<file path="src/rtl/svf_pkg.sv">
// ---------------------------------------------------------------------------
// svf_pkg
//   Shared constants, state encoding and helpers for the state-variable-filter
//   coefficient generator.
//   Fixed-point formats:
//     x      unsigned 0.17
//     PI     3.15
//     th..s  signed 2.16
//     F      signed 1.17
//     Q1     signed 2.16
// ---------------------------------------------------------------------------
package svf_pkg;

  localparam logic signed [17:0] PI_3Q15 = 18'sd102944;  // pi in 3.15
  localparam logic signed [17:0] C6      = 18'sd10923;   // 1/6 in 2.16
  localparam logic signed [17:0] C20     = 18'sd3277;    // 1/20 in 2.16
  localparam logic signed [17:0] ONE     = 18'sd65536;   // 1.0 in 2.16
  localparam logic signed [17:0] F_MAX   = 18'sh1FFFF;   // largest 1.17 value
  localparam logic signed [17:0] F_MIN   = 18'sh20000;   // most negative 1.17 value
  localparam logic [17:0]        Q1_MAX  = 18'h1FFFF;    // ~2.0 in 2.16

  typedef enum logic [2:0] {
    IDLE  = 3'd0,
    THETA = 3'd1,
    SQ    = 3'd2,
    U     = 3'd3,
    W     = 3'd4,
    Y     = 3'd5,
    S     = 3'd6,
    HOLD  = 3'd7
  } state_t;

  // s is sin(pi*x) in 2.16; F = 2*s in 1.17 is s shifted left by two.
  // Anything that does not fit in 1.17 is pinned to the rail.
  function automatic logic signed [17:0] sat_f(input logic signed [17:0] s);
    logic signed [17:0] r;
    if (s > 18'sd32767) begin
      r = F_MAX;
    end else if (s < -18'sd32768) begin
      r = F_MIN;
    end else begin
      r = s <<< 2;
    end
    return r;
  endfunction

endpackage

</file>
<file path="src/rtl/smul_18x18.sv">
// ---------------------------------------------------------------------------
// smul_18x18
//   Combinational 18x18 signed multiplier; the full 36-bit product is
//   returned and the caller selects the bits it needs.
// Ports:
//   i_a  in  18  signed operand A
//   i_b  in  18  signed operand B
//   o_p  out 36  signed product A*B
// ---------------------------------------------------------------------------
module smul_18x18 (
  input  logic signed [17:0] i_a,
  input  logic signed [17:0] i_b,
  output logic signed [35:0] o_p
);

  assign o_p = i_a * i_b;

endmodule

</file>
<file path="src/rtl/svf_coeff_gen.sv">
// ---------------------------------------------------------------------------
// svf_coeff_gen
//   Computes the state-variable-filter coefficients
//     F  = 2*sin(pi*x) ~= 2*th*(1 - t/6*(1 - t/20)),  th = pi*x, t = th^2
//     Q1 = 2 - 2*r  (clamped to [Q1_MIN, ~2.0])
//   using one shared multiplier, one product per state. The result is held
//   until a rising edge of sample_clk so the filter never sees a mixed pair.
// Ports:
//   clk         in   1   system clock (same as the filter)
//   rst_n       in   1   asynchronous active-low reset
//   sample_clk  in   1   sample strobe level, synchronous to clk
//   coef_valid  in   1   request to compute new coefficients
//   coef_ready  out  1   high when a request can be accepted
//   fc_x        in  18   cutoff x, unsigned 0.17 (bit 17 ignored)
//   res         in  16   resonance r, unsigned 0.16
//   F           out 18   signed 1.17 frequency coefficient
//   Q1          out 18   signed 2.16 damping coefficient
//   update      out  1   one-cycle pulse in the cycle F/Q1 change
//
//   state | meaning
//   IDLE  | ready; on accept load x*PI operands
//   THETA | capture th = pi*x
//   SQ    | capture t = th^2
//   U     | capture v = 1 - t/20
//   W     | w = t/6 (fed straight to the multiplier with v)
//   Y     | z = 1 - w*v (fed straight to the multiplier with th)
//   S     | s = th*z; latch F_next and Q1_next
//   HOLD  | wait for a sample_clk rising edge, then commit
// ---------------------------------------------------------------------------
module svf_coeff_gen
  import svf_pkg::*;
#(
  parameter logic [17:0]        X_MAX    = 18'd32768,
  parameter logic signed [17:0] Q1_MIN   = 18'sh00400,
  parameter logic signed [17:0] F_RESET  = 18'sd0,
  parameter logic signed [17:0] Q1_RESET = 18'sh1FFFF
) (
  input  logic        clk,
  input  logic        rst_n,
  input  logic        sample_clk,
  input  logic        coef_valid,
  output logic        coef_ready,
  input  logic [17:0] fc_x,
  input  logic [15:0] res,
  output logic [17:0] F,
  output logic [17:0] Q1,
  output logic        update
);

  state_t r_state;
  state_t w_next_state;

  logic signed [17:0] r_op_a;
  logic signed [17:0] r_op_b;
  logic signed [17:0] w_op_a;
  logic signed [17:0] w_op_b;
  logic signed [35:0] w_mul;
  logic signed [17:0] w_prod;

  logic signed [17:0] r_th;
  logic signed [17:0] r_t;
  logic signed [17:0] r_v;
  logic signed [17:0] r_f_next;
  logic [17:0]        r_q1_next;
  logic [15:0]        r_res;

  logic               r_prev_sample_clk;
  logic               w_sample_rise;
  logic               w_commit;

  logic [17:0]        w_x_req;
  logic [17:0]        w_x_clamped;
  logic [18:0]        w_q1_diff;
  logic [17:0]        w_q1_calc;
  logic               w_unused_bits;

  // ---------------------------------------------------------------------
  // Shared multiplier; every product is truncated 2.16 (>>>16, low 18 bits)
  // ---------------------------------------------------------------------
  smul_18x18 u_mul (
    .i_a (r_op_a),
    .i_b (r_op_b),
    .o_p (w_mul)
  );

  assign w_prod = w_mul[33:16];

  // Bits that are intentionally dropped by the truncation and input format.
  assign w_unused_bits = ^{w_mul[35:34], w_mul[15:0], fc_x[17]};

  assign w_x_req     = {1'b0, fc_x[16:0]};
  assign w_x_clamped = (w_x_req > X_MAX) ? X_MAX : w_x_req;

  // Q1 = 2 - 2r, computed unsigned in 19 bits so 2.0 itself is representable
  // before being clamped into the 2.16 output range.
  always_comb begin
    w_q1_diff = 19'h20000 - {2'b00, r_res, 1'b0};
    if (w_q1_diff > {1'b0, Q1_MAX}) begin
      w_q1_calc = Q1_MAX;
    end else if (w_q1_diff < {1'b0, Q1_MIN}) begin
      w_q1_calc = Q1_MIN;
    end else begin
      w_q1_calc = w_q1_diff[17:0];
    end
  end

  // Edges that occur before HOLD are deliberately not remembered: only an
  // edge observed while already in HOLD commits.
  assign w_sample_rise = sample_clk & ~r_prev_sample_clk;

  // ---------------------------------------------------------------------
  // FSM: state register
  // ---------------------------------------------------------------------
  always_ff @(posedge clk or negedge rst_n) begin
    if (!rst_n) begin
      r_state <= IDLE;
    end else begin
      r_state <= w_next_state;
    end
  end

  // ---------------------------------------------------------------------
  // FSM: next state
  // ---------------------------------------------------------------------
  always_comb begin
    w_next_state = r_state;
    case (r_state)
      IDLE:    if (coef_valid) w_next_state = THETA;
      THETA:   w_next_state = SQ;
      SQ:      w_next_state = U;
      U:       w_next_state = W;
      W:       w_next_state = Y;
      Y:       w_next_state = S;
      S:       w_next_state = HOLD;
      HOLD:    if (w_sample_rise) w_next_state = IDLE;
      default: w_next_state = IDLE;
    endcase
  end

  // ---------------------------------------------------------------------
  // FSM: outputs and operand selection for the next multiply
  // ---------------------------------------------------------------------
  always_comb begin
    coef_ready = 1'b0;
    w_commit   = 1'b0;
    w_op_a     = r_op_a;
    w_op_b     = r_op_b;
    case (r_state)
      IDLE: begin
        coef_ready = 1'b1;
        if (coef_valid) begin
          w_op_a = $signed(w_x_clamped);
          w_op_b = PI_3Q15;
        end
      end
      THETA: begin
        w_op_a = w_prod;
        w_op_b = w_prod;
      end
      SQ: begin
        w_op_a = w_prod;
        w_op_b = C20;
      end
      U: begin
        w_op_a = r_t;
        w_op_b = C6;
      end
      W: begin
        w_op_a = w_prod;
        w_op_b = r_v;
      end
      Y: begin
        w_op_a = r_th;
        w_op_b = ONE - w_prod;
      end
      HOLD: begin
        w_commit = w_sample_rise;
      end
      default: begin
        w_op_a = r_op_a;
        w_op_b = r_op_b;
      end
    endcase
  end

  // ---------------------------------------------------------------------
  // Datapath registers
  // ---------------------------------------------------------------------
  always_ff @(posedge clk or negedge rst_n) begin
    if (!rst_n) begin
      r_op_a            <= '0;
      r_op_b            <= '0;
      r_th              <= '0;
      r_t               <= '0;
      r_v               <= '0;
      r_f_next          <= '0;
      r_q1_next         <= '0;
      r_res             <= '0;
      r_prev_sample_clk <= 1'b0;
    end else begin
      r_op_a            <= w_op_a;
      r_op_b            <= w_op_b;
      r_prev_sample_clk <= sample_clk;
      case (r_state)
        IDLE:  if (coef_valid) r_res <= res;
        THETA: r_th <= w_prod;
        SQ:    r_t  <= w_prod;
        U:     r_v  <= ONE - w_prod;
        S: begin
          r_f_next  <= sat_f(w_prod);
          r_q1_next <= w_q1_calc;
        end
        default: ;
      endcase
    end
  end

  // ---------------------------------------------------------------------
  // Coefficient outputs; only ever change together with update
  // ---------------------------------------------------------------------
  always_ff @(posedge clk or negedge rst_n) begin
    if (!rst_n) begin
      F      <= F_RESET;
      Q1     <= Q1_RESET;
      update <= 1'b0;
    end else begin
      update <= w_commit;
      if (w_commit) begin
        F  <= r_f_next;
        Q1 <= r_q1_next;
      end
    end
  end

endmodule

</file>
<file path="config.mk">
export PLATFORM = sky130hd
export DESIGN_NAME = svf_coeff_gen
export DESIGN_NICKNAME = d
export VERILOG_FILES = /design/src/rtl/svf_pkg.sv /design/src/rtl/smul_18x18.sv /design/src/rtl/svf_coeff_gen.sv
export SDC_FILE = /design/constraint.sdc
export NUM_CORES = 1
export LEC_CHECK = 0
export CORE_MARGIN = 5
export CORE_UTILIZATION = 41
export CTS_CLUSTER_DIAMETER = 60
export CTS_CLUSTER_SIZE = 12
export DETAILED_ROUTE_END_ITERATION = 7
export GPL_TIMING_DRIVEN = 0
export PLACE_DENSITY_LB_ADDON = 0.3
export SYNTH_ARGS = -nofsm -noshare
export SYNTH_HDL_FRONTEND = slang
export SYNTH_SLANG_ARGS = --single-unit
</file>
<file path="constraint.sdc">
create_clock -name clk -period 12.68 [get_ports clk]
set_input_delay 2.536 -clock clk [delete_from_list [all_inputs] [get_ports clk]]
set_output_delay 2.536 -clock clk [all_outputs]
set_load 0.1 [all_outputs]
</file>
==> run_results.csv, run 1 <==
group,metric,value,unit
outcome,status,"complete, but fails checks",
outcome,violations,"design-rule violations",
layout,regArea,0.004551,mm²
synth,synth_cell_type_count,77,
die,row_count,81,
route,drc,2,
die,start_util,0.4123,
synth,synth_fp_nets,2648,
clocking,clockBufferDepth,2,
synth,synth.most_common_cell,"nand2_1",
layout,antenna_cells,0,
setup_path,crit_required,12.97,ns
timing,finalClockSkew,0.01139,ns
synth,yosys-top-cells-area,"fa_1, dfrtp_1, nand2_1",
timing,finalSetupViolations,0,
die,core_area,0.04865,mm²
global_route,grt-ovfl-total,0,
route,vias_per_cell,5.354,
clocking,hold_buffers,0,
die,die_y,231.2,µm
clocking,cts_resized,0,
timing,hold_viol_final,0,
synth,synth_flop_cell,"dfrtp_1",
setup_path,cpMaxStageDelayCell,"nor4_1",
synth,synth_top_family_by_area,"adder cells",
synth,synth_commonest_cells,"nand2_1, inv_1, fa_1",
synth,synth.avg_cell_area,9.084,µm²
timing,tns,0,ns
timing,fin_crit,9.474,ns
timing,fin_crit_sh,0.7471,
timing,rsz0062_at_grt,"no",
clocking,clkTransAtPathRegs,0.07,ns
layout,multi_input_comb_area,0.01364,mm²
place,hpwl,46580,µm
clocking,cts.sinks,181,
die,fp.dieW,231.2,µm
setup_path,critPathMaxStageDelay,0.97,ns
layout,area_delta_synth_final,10.84,%
synth,synth_cells,2208,
global_route,antenna_found_initial,2,
setup_path,crit_arrival,9.77,ns
global_route,grt_max_degree,121,
synth,synth_edf_count,0,
place,numPortBuffers,74,
synth,async_flop_share,1.000,
synth,yosys.area.top_type,"fa_1",
route,routed_wl,57900,µm
setup_path,worstSetupEndpointType,"flop",
global_route,grt_pass1_vias,16760,
synth,synth-simple-area-share,0.1750,
synth,synth_top_area_frac,0.3134,
route,postRouteAntennaNets,0,
timing,fmax,0.1056,GHz
route,vias,15730,
die,pin_count,76,
setup_path,cp_max_fo,10,
synth,synth_compound_area_frac,0.09919,
timing,worst_slew_pin_slew,1.182,ns
synth,synth_fa_ha_area_frac,0.3683,
synth,synth-xor-area-share,0.02795,
setup_path,start_kind,"flop",
layout,drive_above_1_share,0.04363,
synth,muxShareOfSynthArea,0.009482,
synth,ys_seq_elements,181,
clocking,clockRootBuffer,"clkbuf_16",
clocking,clock_latency,0.43,ns
synth,synth_area,0.02006,mm²
route,wl_per_cell,19.71,µm
route,initialDrtViolationCount,1122,
clocking,cts_tree,"done",
hold_path,worstHoldPathType,"reg2reg",
clocking,numCtsBuffers,17,
synth,yosysWarnings,0,
timing,relSlewSlack,0.2045,
route,drt-pass1-iter-count,8,
timing,final_max_slew_viol_count,0,
run,drv_cap,0,
setup_path,ff2ff_setup_slack,3.21,ns
setup_path,path_class,"reg2reg",
clocking,h-tree-depth,4,
layout,nFillCells,4732,
place,place_congestion,0.9326,
synth,ys_seq_area_frac,0.2269,
die,dieArea,0.05344,mm²
layout,nets,2742,
global_route,grt_pass1_wl,93170,µm
global_route,track_usage,0.2211,
clocking,cts_setup_buffers,0,
per-layer routing:
metal	vias to the layer above	GRT usage	routed length (µm)
met2	524	0.3811	28390
met4	2	0.05776	1682
met1	8046	0.2843	23410
met5	-	0	13
li1	7058	-	-
met3	95	0.04863	4409
cell families after synthesis:
| kind of cell | after synthesis |
|---|---|
| mux | 17 |
| simple gates | 751 |
| compound gates | 302 |
| flops | 181 |
| buf+inv | 491 |
| xor+xnor | 64 |
| fa+ha+maj | 402 |
placed cells by master (no fill, tap or decap), types with 18 or more instances in the layout:
cell,netlist,final
and2_1,165,165
ha_1,88,88
inv_1,367,367
dfrtp_1,164,164
nand2_1,401,401
clkbuf_1,107,108
clkdlybuf4s50_1,0,73
nor3_1,19,18
fa_1,314,314
nor2_1,81,81
o21ai_0,103,103
xnor2_1,53,53
a21oi_1,58,58
worst paths after layout:
path,start,endpoint,cells past startpoint
max,r_op_a[7],r_op_b[14],26
min,Q1[14],Q1[14],2
max reg2reg,r_op_a[7],r_op_b[14],26
min reg2reg,Q1[14],Q1[14],2
max in group asynchronous,rst_n,r_v[10],2
min in group asynchronous,rst_n,r_res[6],1
sequential cells by signal, summed over array words and instances, names as in the netlist:
name / flops
Q1: 18
r_op_a: 18
r_op_b: 18
r_q1_next: 18
r_t: 18
r_th: 18
r_v: 18
F: 17
r_f_next: 17
r_res: 16
r_state: 3
r_prev_sample_clk: 1
update: 1
stage by stage:
step	worst slack [ns]	area, µm²	hold WS (ns)	std cells	util
final	3.207	22230	0.4609	2937	0.4570
after global routing	2.837	22230	0.4821	2937	0.4570
after CTS	3.376	22230	0.4645	2937	0.4570
after detailed placement	3.402	21610	0.4471	2905	0.4443
after global placement	1.678	21580	0.4486	2904	0.4435
after floorplan	5.634	20060	0.4304	2208	-
final cells by class:
cell class	instances	area share
multi-input combinational	1536	0.6137
sequential	181	0.2047
inverter	370	0.06248
tap	622	0.03501
timing repair buffer	75	0.03478
buffer	121	0.02156
clock buffer	18	0.01931
clock inverter	14	0.008443
worst max-delay path, delay by kind of cell (launching register included):
kind	cells	cell delay, ns
AOI/OAI and AO/OA	5	1.41
and+or+nand+nor	4	1.65
DFF	1	0.33
buffers and inverters	8	1.91
adders and majority gates	8	3.79
xor gates and xnor gates	1	0.22
Power of run 1 is left out: the tool's default activity adds up to more than one toggle a clock period on the data nets, which glitch-free logic cannot reach.
==> inputs of run 2 (changes only) <==
clock period = 9.25 ns   (was 12.68 ns; I/O delays follow)
==> run_results.csv, run 2 (synthesis results as in run 1) <==
group,metric,value,unit
die,die_y,231.2,µm
timing,relSlewSlack,0.1905,
global_route,grt_pass1_vias,16760,
setup_path,crit_family,"adder cells",
timing,fin_crit,8.900,ns
setup_path,crit_arrival,9.19,ns
global_route,grt-ovfl-total,0,
place,preCtsSetupSlack,-0.02817,ns
setup_path,cp_max_fo,10,
place,numPortBuffers,74,
setup_path,critPathMaxStageDelay,0.79,ns
timing,fin_crit_sh,0.9622,
clocking,hold_buffers,0,
setup_path,worstSetupEndpointType,"flop",
global_route,grt_max_degree,121,
clocking,cts_setup_buffers,0,
route,drt-pass1-iter-count,6,
die,start_util,0.4123,
die,pin_count,76,
route,wl_per_cell,19.76,µm
global_route,grt_pass1_wl,93170,µm
layout,final_cell_mix,"nand2_1, inv_1, fa_1",
setup_path,cp_common_cell,"inv_1",
timing,hold_viol_final,0,
layout,area_delta_synth_final,10.86,%
timing,tns,0,ns
clocking,clockBufferDepth,2,
setup_path,crit_required,9.54,ns
route,drc,0,
route,wl_met3,4412,µm
layout,antenna_cells,0,
route,routed.top_layer,"met5",
die,row_count,81,
route,wl_met1,23320,µm
global_route,track_usage,0.2211,
place,hpwl,46580,µm
run,drv_cap,0,
timing,postLayoutSetupSlackWorst,0.3497,ns
route,vias,15660,
hold_path,worstHoldPathType,"reg2reg",
clocking,cts.sinks,181,
setup_path,cpMaxStageDelayCell,"clkbuf_1",
outcome,status,"complete, no violations",
timing,finalClockSkew,0.009950,ns
timing,final_max_slew_viol_count,0,
layout,nets,2734,
layout,drive_above_1_share,0.04638,
setup_path,path_class,"reg2reg",
route,vias_per_cell,5.347,
clocking,clkTransAtPathRegs,0.07,ns
layout,final_common_cell,"nand2_1",
timing,fmax,0.1124,GHz
timing,worst_slew_pin_slew,1.203,ns
clocking,clockRootBuffer,"clkbuf_16",
clocking,clock_latency,0.43,ns
clocking,numCtsBuffers,17,
global_route,antenna_found_initial,2,
timing,finalSetupViolations,0,
die,dieArea,0.05344,mm²
die,fp.dieW,231.2,µm
route,postRouteAntennaNets,0,
place,place_congestion,0.9326,
setup_path,critPathBufInv,8,
route,dr_wl_met2,28410,µm
setup_path,start_kind,"flop",
clocking,h-tree-depth,4,
route,initialDrtViolationCount,1059,
clocking,cts_tree,"done",
die,core_area,0.04865,mm²
route,routed_wl,57860,µm
-- run 2: final timing paths --
| kind | end | start | cells past startpoint | slack (ns) |
|---|---|---|---|---|
| setup / recovery | r_op_b[14] | r_op_b[12] | 26 | 0.35 |
| min in group asynchronous | r_res[6] | rst_n | 1 | 1.36 |
| hold reg to reg | Q1[14] | Q1[14] | 2 | 0.46 |
| setup reg to reg | r_op_b[14] | r_op_b[12] | 26 | 0.35 |
| max in group asynchronous | r_v[10] | rst_n | 2 | 6.91 |
| hold / removal | Q1[14] | Q1[14] | 2 | 0.46 |
-- run 2: worst min-delay path, delay by kind of cell (launching register included) --
kind / cells / cell delay (ns)
flops: 1 / 0.37
simple gates: 2 / 0.10
-- run 2: stage by stage --
stage | util | std cells | instance area, µm² | hold WS [ns]
6_report | 0.4571 | 2929 | 22240 | 0.4609
2_1_floorplan | - | 2208 | 20060 | 0.4304
4_1_cts | 0.4571 | 2937 | 22240 | 0.4645
5_1_grt | 0.4571 | 2929 | 22240 | 0.4821
3_5_place_dp | 0.4443 | 2905 | 21610 | 0.4471
3_3_place_gp | 0.4435 | 2904 | 21580 | 0.4486
-- run 2: area by class of cell --
cell class	count	area [µm²]
repair buffers	75	773.2
clock inverters	14	187.7
clock buffers	18	429.2
fillers	4729	26410
well taps	622	778.2
flip-flops and latches	181	4551
inverters	370	1389
multi-input cells	1536	13680
plain buffers	113	451.7
-- run 2: what timing repair did --
item,4_1_cts,5_1_grt
resized for setup,1,9
pin swaps,0,0
endpoints found under the hold margin,0,0
setup endpoints to repair,5,25
-- run 2: routing by layer --
layer	up-vias	global-route usage
li1	7045	-
met1	7992	0.2843
met2	516	0.3811
met3	105	0.04863
met4	2	0.05776
met5	-	0
Power of run 2 is left out for the same reason.
==> RTL edit 1: new RTL, flow settings as in run 2 <==
`r_op_a` and `r_op_b` no longer have a reset.
--- a/src/rtl/svf_coeff_gen.sv
+++ b/src/rtl/svf_coeff_gen.sv
@@ -190,4 +190,2 @@
     if (!rst_n) begin
-      r_op_a            <= '0;
-      r_op_b            <= '0;
       r_th              <= '0;
@@ -200,4 +198,2 @@
     end else begin
-      r_op_a            <= w_op_a;
-      r_op_b            <= w_op_b;
       r_prev_sample_clk <= sample_clk;
@@ -217,2 +213,7 @@
 
+  always_ff @(posedge clk) begin
+    r_op_a <= w_op_a;
+    r_op_b <= w_op_b;
+  end
+
   // ---------------------------------------------------------------------
Function: no difference found for any inputs over 4 cycles, from zero or initial values and one cycle with rst_n low; that may be too few to reach the edited logic, so the function may still have changed.
==> RTL edit 1 against run 2 <==
  * The flow now finishes with violations (DRC)
  * Utilization grew 0.051 points
  * Design area grew 0.32%
  * Cell count shrank 0.27%
  * Worst setup slack lost 0.034 ns
  * Critical path depth grew 1
  * Wire length shrank 2.5%
  * Maximum frequency shrank 0.38%
  * Synthesized area grew 0.28%
  * Synthesized cell count shrank 2.7%
  * Non-clock buffer count shrank 7
  * Sequential cell count is the same
  * Largest cell class unchanged
Power is left out: the tool's default activity adds up to more than one toggle a clock period on the data nets, which glitch-free logic cannot reach.
==> RTL edit 1: results (changes against run 2) <==
[route]
drt_iter0_drc=1162  ; +9.7%
route.detailed.drc=7  ; +7
dr_total_vias=15300  ; -2.5%
dr.pass1.iters=8  ; +2
routed_wl_um=56400  ; -2.5%

[grt]
grt_use_total=0.217  ; -0.00444
grt_pass1_wl_um=90900  ; -2.4%
use_met1=0.283  ; -0.00145
grt_max_degree=86  ; -29%
grt_pass1_vias=16300  ; -2.8%
use_met2=0.368  ; -0.0134
gr-usage-met3=0.0375  ; -0.0111

[synth]
synth_compound_area_frac=0.0929  ; -0.00625
synth_common_cells=nand2_1 (376), inv_1 (368), fa_1 (314), and2_1 (167), dfrtp_1 (128)
syn-num-nets=2589  ; -2.2%
synth-seq-area-share=0.235  ; +0.00832
synth_mux_area_frac=0.0124  ; +0.00290
synth-xor-area-share=0.0276  ; -0.000389
netlist_top_cells_area=fa_1 (31%), dfrtp_1 (16%), nand2_1 (7.0%)
synthAdderAreaFrac=0.367  ; -0.00103
synth_edf_count=36  ; +36
yosysUniqueCellTypes=87  ; +13%
async_reset_ff_frac=0.801  ; -0.199

[placed_design]
hpwl_um=44400  ; -4.6%
place.gp.congestion=0.909  ; -2.5%
dpl_cell_area_mm2=0.0217  ; +0.60%

[layout]
fin_nets=2684  ; -1.8%
drive_above_1_share=0.0541  ; +0.00767
nFillCells=4745  ; +0.34%

[setup_path]
rrSetupSlack_ns=0.32  ; -0.03 ns
cp.arrival_ns=9.11  ; -0.08 ns
cp_slowest_stage_delay_ns=0.75  ; -0.04 ns
reg2reg_to=r_op_b[16]
reg2reg_depth=27  ; +3.8%
cp_slowest_cell=clkbuf_1
startpoint=r_op_a[6]
regToRegStartpoint=r_op_a[6]

[clocking]
clk_pin_slew_worst_paths_ns=0.06
clk_path_buf_depth=2  ; unchanged
ctsResizeCount=0  ; -1
clock_latency_ns=0.45  ; +0.02 ns
cts_root_buf=clkbuf_16

[timing]
fin_skew_ns=0.0151  ; +0.00514 ns
whs_ns=0.458  ; -0.00333 ns
worst_pin_slew_ns=1.04  ; -0.167 ns

[run_status]
violations=DRC
status=finished with violations

[job]
max_cap_viol_count=0  ; unchanged

==> RTL edit 1: layout make-up <==
class / instances / area [µm²] / area share
Tap cell: 664 / 831 / 0.0372
Sequential cell: 181 / 4730 / 0.212
Clock inverter: 10 / 123 / 0.00550
Buffer: 104 / 455 / 0.0204
Multi-Input combinational cell: 1492 / 13500 / 0.607
Timing Repair Buffer: 77 / 792 / 0.0355
Inverter: 371 / 1390 / 0.0624
Clock buffer: 22 / 444 / 0.0199
==> RTL edit 1: timing repair <==
action                                 CTS  global route
hold buffers                             0             0
endpoints found under the hold margin    0             0
setup buffers                            0             0
setup endpoints to repair                0             1
==> RTL edit 1: metal layers <==
| layer | up-vias | wire length (µm) |
|---|---|---|
| met1 | 7709 | 22800 |
| li1 | 6897 | - |
| met4 | 0 | 1920 |
| met2 | 564 | 27800 |
| met5 | - | 0 |
| met3 | 91 | 3910 |
==> RTL edit 1: worst min path at each step <==
| stage | depth (start not counted) | endpoint | from |
|---|---|---|---|
| after CTS | 2 | Q1[17] | r_q1_next[17] |
| after detailed placement | 2 | Q1[16] | Q1[16] |
| after floorplan | 2 | Q1[17] | r_q1_next[17] |
| after global routing | 2 | Q1[8] | Q1[8] |
| final | 2 | Q1[17] | r_q1_next[17] |
| after global placement | 2 | Q1[3] | r_q1_next[3] |
==> RTL edit 1: per-stage QoR <==
| stage | setup slack (ns) | std cells |
|---|---|---|
| after floorplan | 2.17 | 2149 |
| after global placement | 0.440 | 2887 |
| after detailed placement | 0.413 | 2890 |
| after CTS | 0.380 | 2922 |
| after global routing | 0.0456 | 2921 |
| final | 0.316 | 2921 |
==> RTL edit 2: new RTL, settings of run 2 <==
Made on the original files. Change the parameter `Q1_RESET` from 18'sh1FFFF to 18'sh0FFFF.
--- a/src/rtl/svf_coeff_gen.sv
+++ b/src/rtl/svf_coeff_gen.sv
@@ -35,3 +35,3 @@
   parameter logic signed [17:0] F_RESET  = 18'sd0,
-  parameter logic signed [17:0] Q1_RESET = 18'sh1FFFF
+  parameter logic signed [17:0] Q1_RESET = 18'sh0FFFF
 ) (
Behaviour: not the same (Yosys sat finds a counterexample within 4 cycles, from zero or initial values and one cycle with rst_n low).
==> RTL edit 2 against run 2 <==
  * Wire length fell by 0.27%
  * Worst setup slack worse by 0.0048 ns
  * Cell count unchanged
  * Synthesized cell count did not move
  * Sequential cell count is the same
  * Synthesized area about the same
  * Non-clock buffer count unchanged
  * Critical endpoint is now r_f_next[3]
  * Design area up 0.17%
Power is not shown: default switching activity piles up to over one toggle a cycle in this logic, so the estimate is an artifact.
==> RTL edit 2: results (changes against run 2) <==
[synth]
async_reset_ff_frac=1.00  ; unchanged
synth-seq-area-share=0.227  ; about the same
ys_warn_count=0  ; unchanged
ys.flop_type=dfrtp_1
netlist_top_cells_area=fa_1 (31%), dfrtp_1 (21%), nand2_1 (7.5%)
synth_common_cells=nand2_1 (401), inv_1 (367), fa_1 (314), and2_1 (165), dfrtp_1 (165)

[grt]
grt_pass1_wl_um=93800  ; +0.66%
grt_use_total=0.222  ; +0.000809
grt_pass1_vias=16700  ; -0.22%
grt_max_degree=112  ; -7.4%
antenna_found_initial=2  ; unchanged

[run_status]
status=complete, no violations

[min_path]
hold_depth=2  ; unchanged
hold_path_class=reg -> reg

[clocking]
clk_path_buf_depth=2  ; unchanged
clock_latency_ns=0.43  ; about the same
clk_pin_slew_worst_paths_ns=0.07  ; about the same

[layout]
fin_nets=2734  ; unchanged
diodes=0  ; unchanged
drive_above_1_share=0.0472  ; +0.000867

[timing]
fin_skew_ns=0.0122  ; +0.00221 ns
clock.fmax_ghz=0.112  ; about the same
relSlewSlack=0.234  ; +0.0431

[setup_path]
reg2reg_depth=25  ; -3.8%
rrSetupSlack_ns=0.34
cp.arrival_ns=9.27  ; +0.08 ns
crit_fanout=10  ; unchanged

[route]
dr_total_vias=15600  ; -0.66%
routed_wl_um=57700  ; -0.27%
drt_iter0_drc=1196  ; +13%

[placed_design]
place.gp.congestion=0.939  ; +0.65%
dpl_cell_area_mm2=0.0216  ; about the same
hpwl_um=46400  ; -0.44%
pre_cts_slack_ns=0.0252  ; +0.0533 ns

## RTL edit 2: cell count changes after synthesis
| cell | run 2 | this run |
|---|---|---|
| dfstp_2 | 17 | 16 |
| dfrtp_1 | 164 | 165 |
## RTL edit 2: final cells by class
cell class | instances | area [µm²]
fillers | 4725 | 26400
multi-input cells | 1536 | 13700
flip-flops and latches | 181 | 4550
inverters | 370 | 1390
well taps | 622 | 778
repair buffers | 75 | 773
plain buffers | 113 | 455
clock buffers | 19 | 433
clock inverters | 13 | 221
## RTL edit 2: kinds of logic after synthesis
kind of cell | share of synthesized area
compound gates | 0.0992
mux | 0.00948
xor+xnor | 0.0279
fa+ha+maj | 0.368
buf+inv | 0.0931
simple gates | 0.175
flops | 0.227
## RTL edit 2: timing repair
action | in CTS | in global routing
setup buffers | 0 | 0
resized for setup | 4 | 11
pin swaps | 0 | 0
endpoints found under the setup margin | 20 | 21
## RTL edit 2: final timing paths
check | start | end
max | r_op_b[13] | r_f_next[3]
min | Q1[15] | Q1[15]
max reg2reg | r_op_b[13] | r_f_next[3]
min reg2reg | Q1[15] | Q1[15]
max in group asynchronous | rst_n | r_op_b[9]
min in group asynchronous | rst_n | r_res[0]
## RTL edit 2: through the flow
step                      cells  hold WS (ns)
final                      2929         0.464
after global routing       2929         0.484
after CTS                  2933         0.465
after detailed placement   2905         0.449
after global placement     2904         0.450
after floorplan            2208         0.430
## RTL edit 2: per-layer routing
metal | share of wire | vias to the layer above | global-route usage
met3 | 0.064 | 105 | 0.0376
met4 | 0.033 | 4 | 0.0646
met5 | 0.00059 | - | 0
li1 | - | 7032 | -
met2 | 0.49 | 509 | 0.379
met1 | 0.41 | 7907 | 0.293
## RTL edit 2: worst max-delay path, stage by stage (launching register included)
cell       delay [ns]
dfrtp_1          0.33
clkbuf_1         0.75
clkbuf_1         0.60
nand2_1          0.17
fa_1             0.54
inv_1            0.04
ha_1             0.27
inv_1            0.05
fa_1             0.49
inv_1            0.05
fa_1             0.47
fa_1             0.49
inv_1            0.07
fa_1             0.54
inv_1            0.07
ha_1             0.40
a222oi_1         0.45
nand2_1          0.29
o211ai_1         0.49
o2111ai_1        0.26
a2111oi_1        0.62
nor4b_4          0.19
o21bai_1         0.58
buf_2            0.33
nand2_1          0.09
a21oi_1          0.19
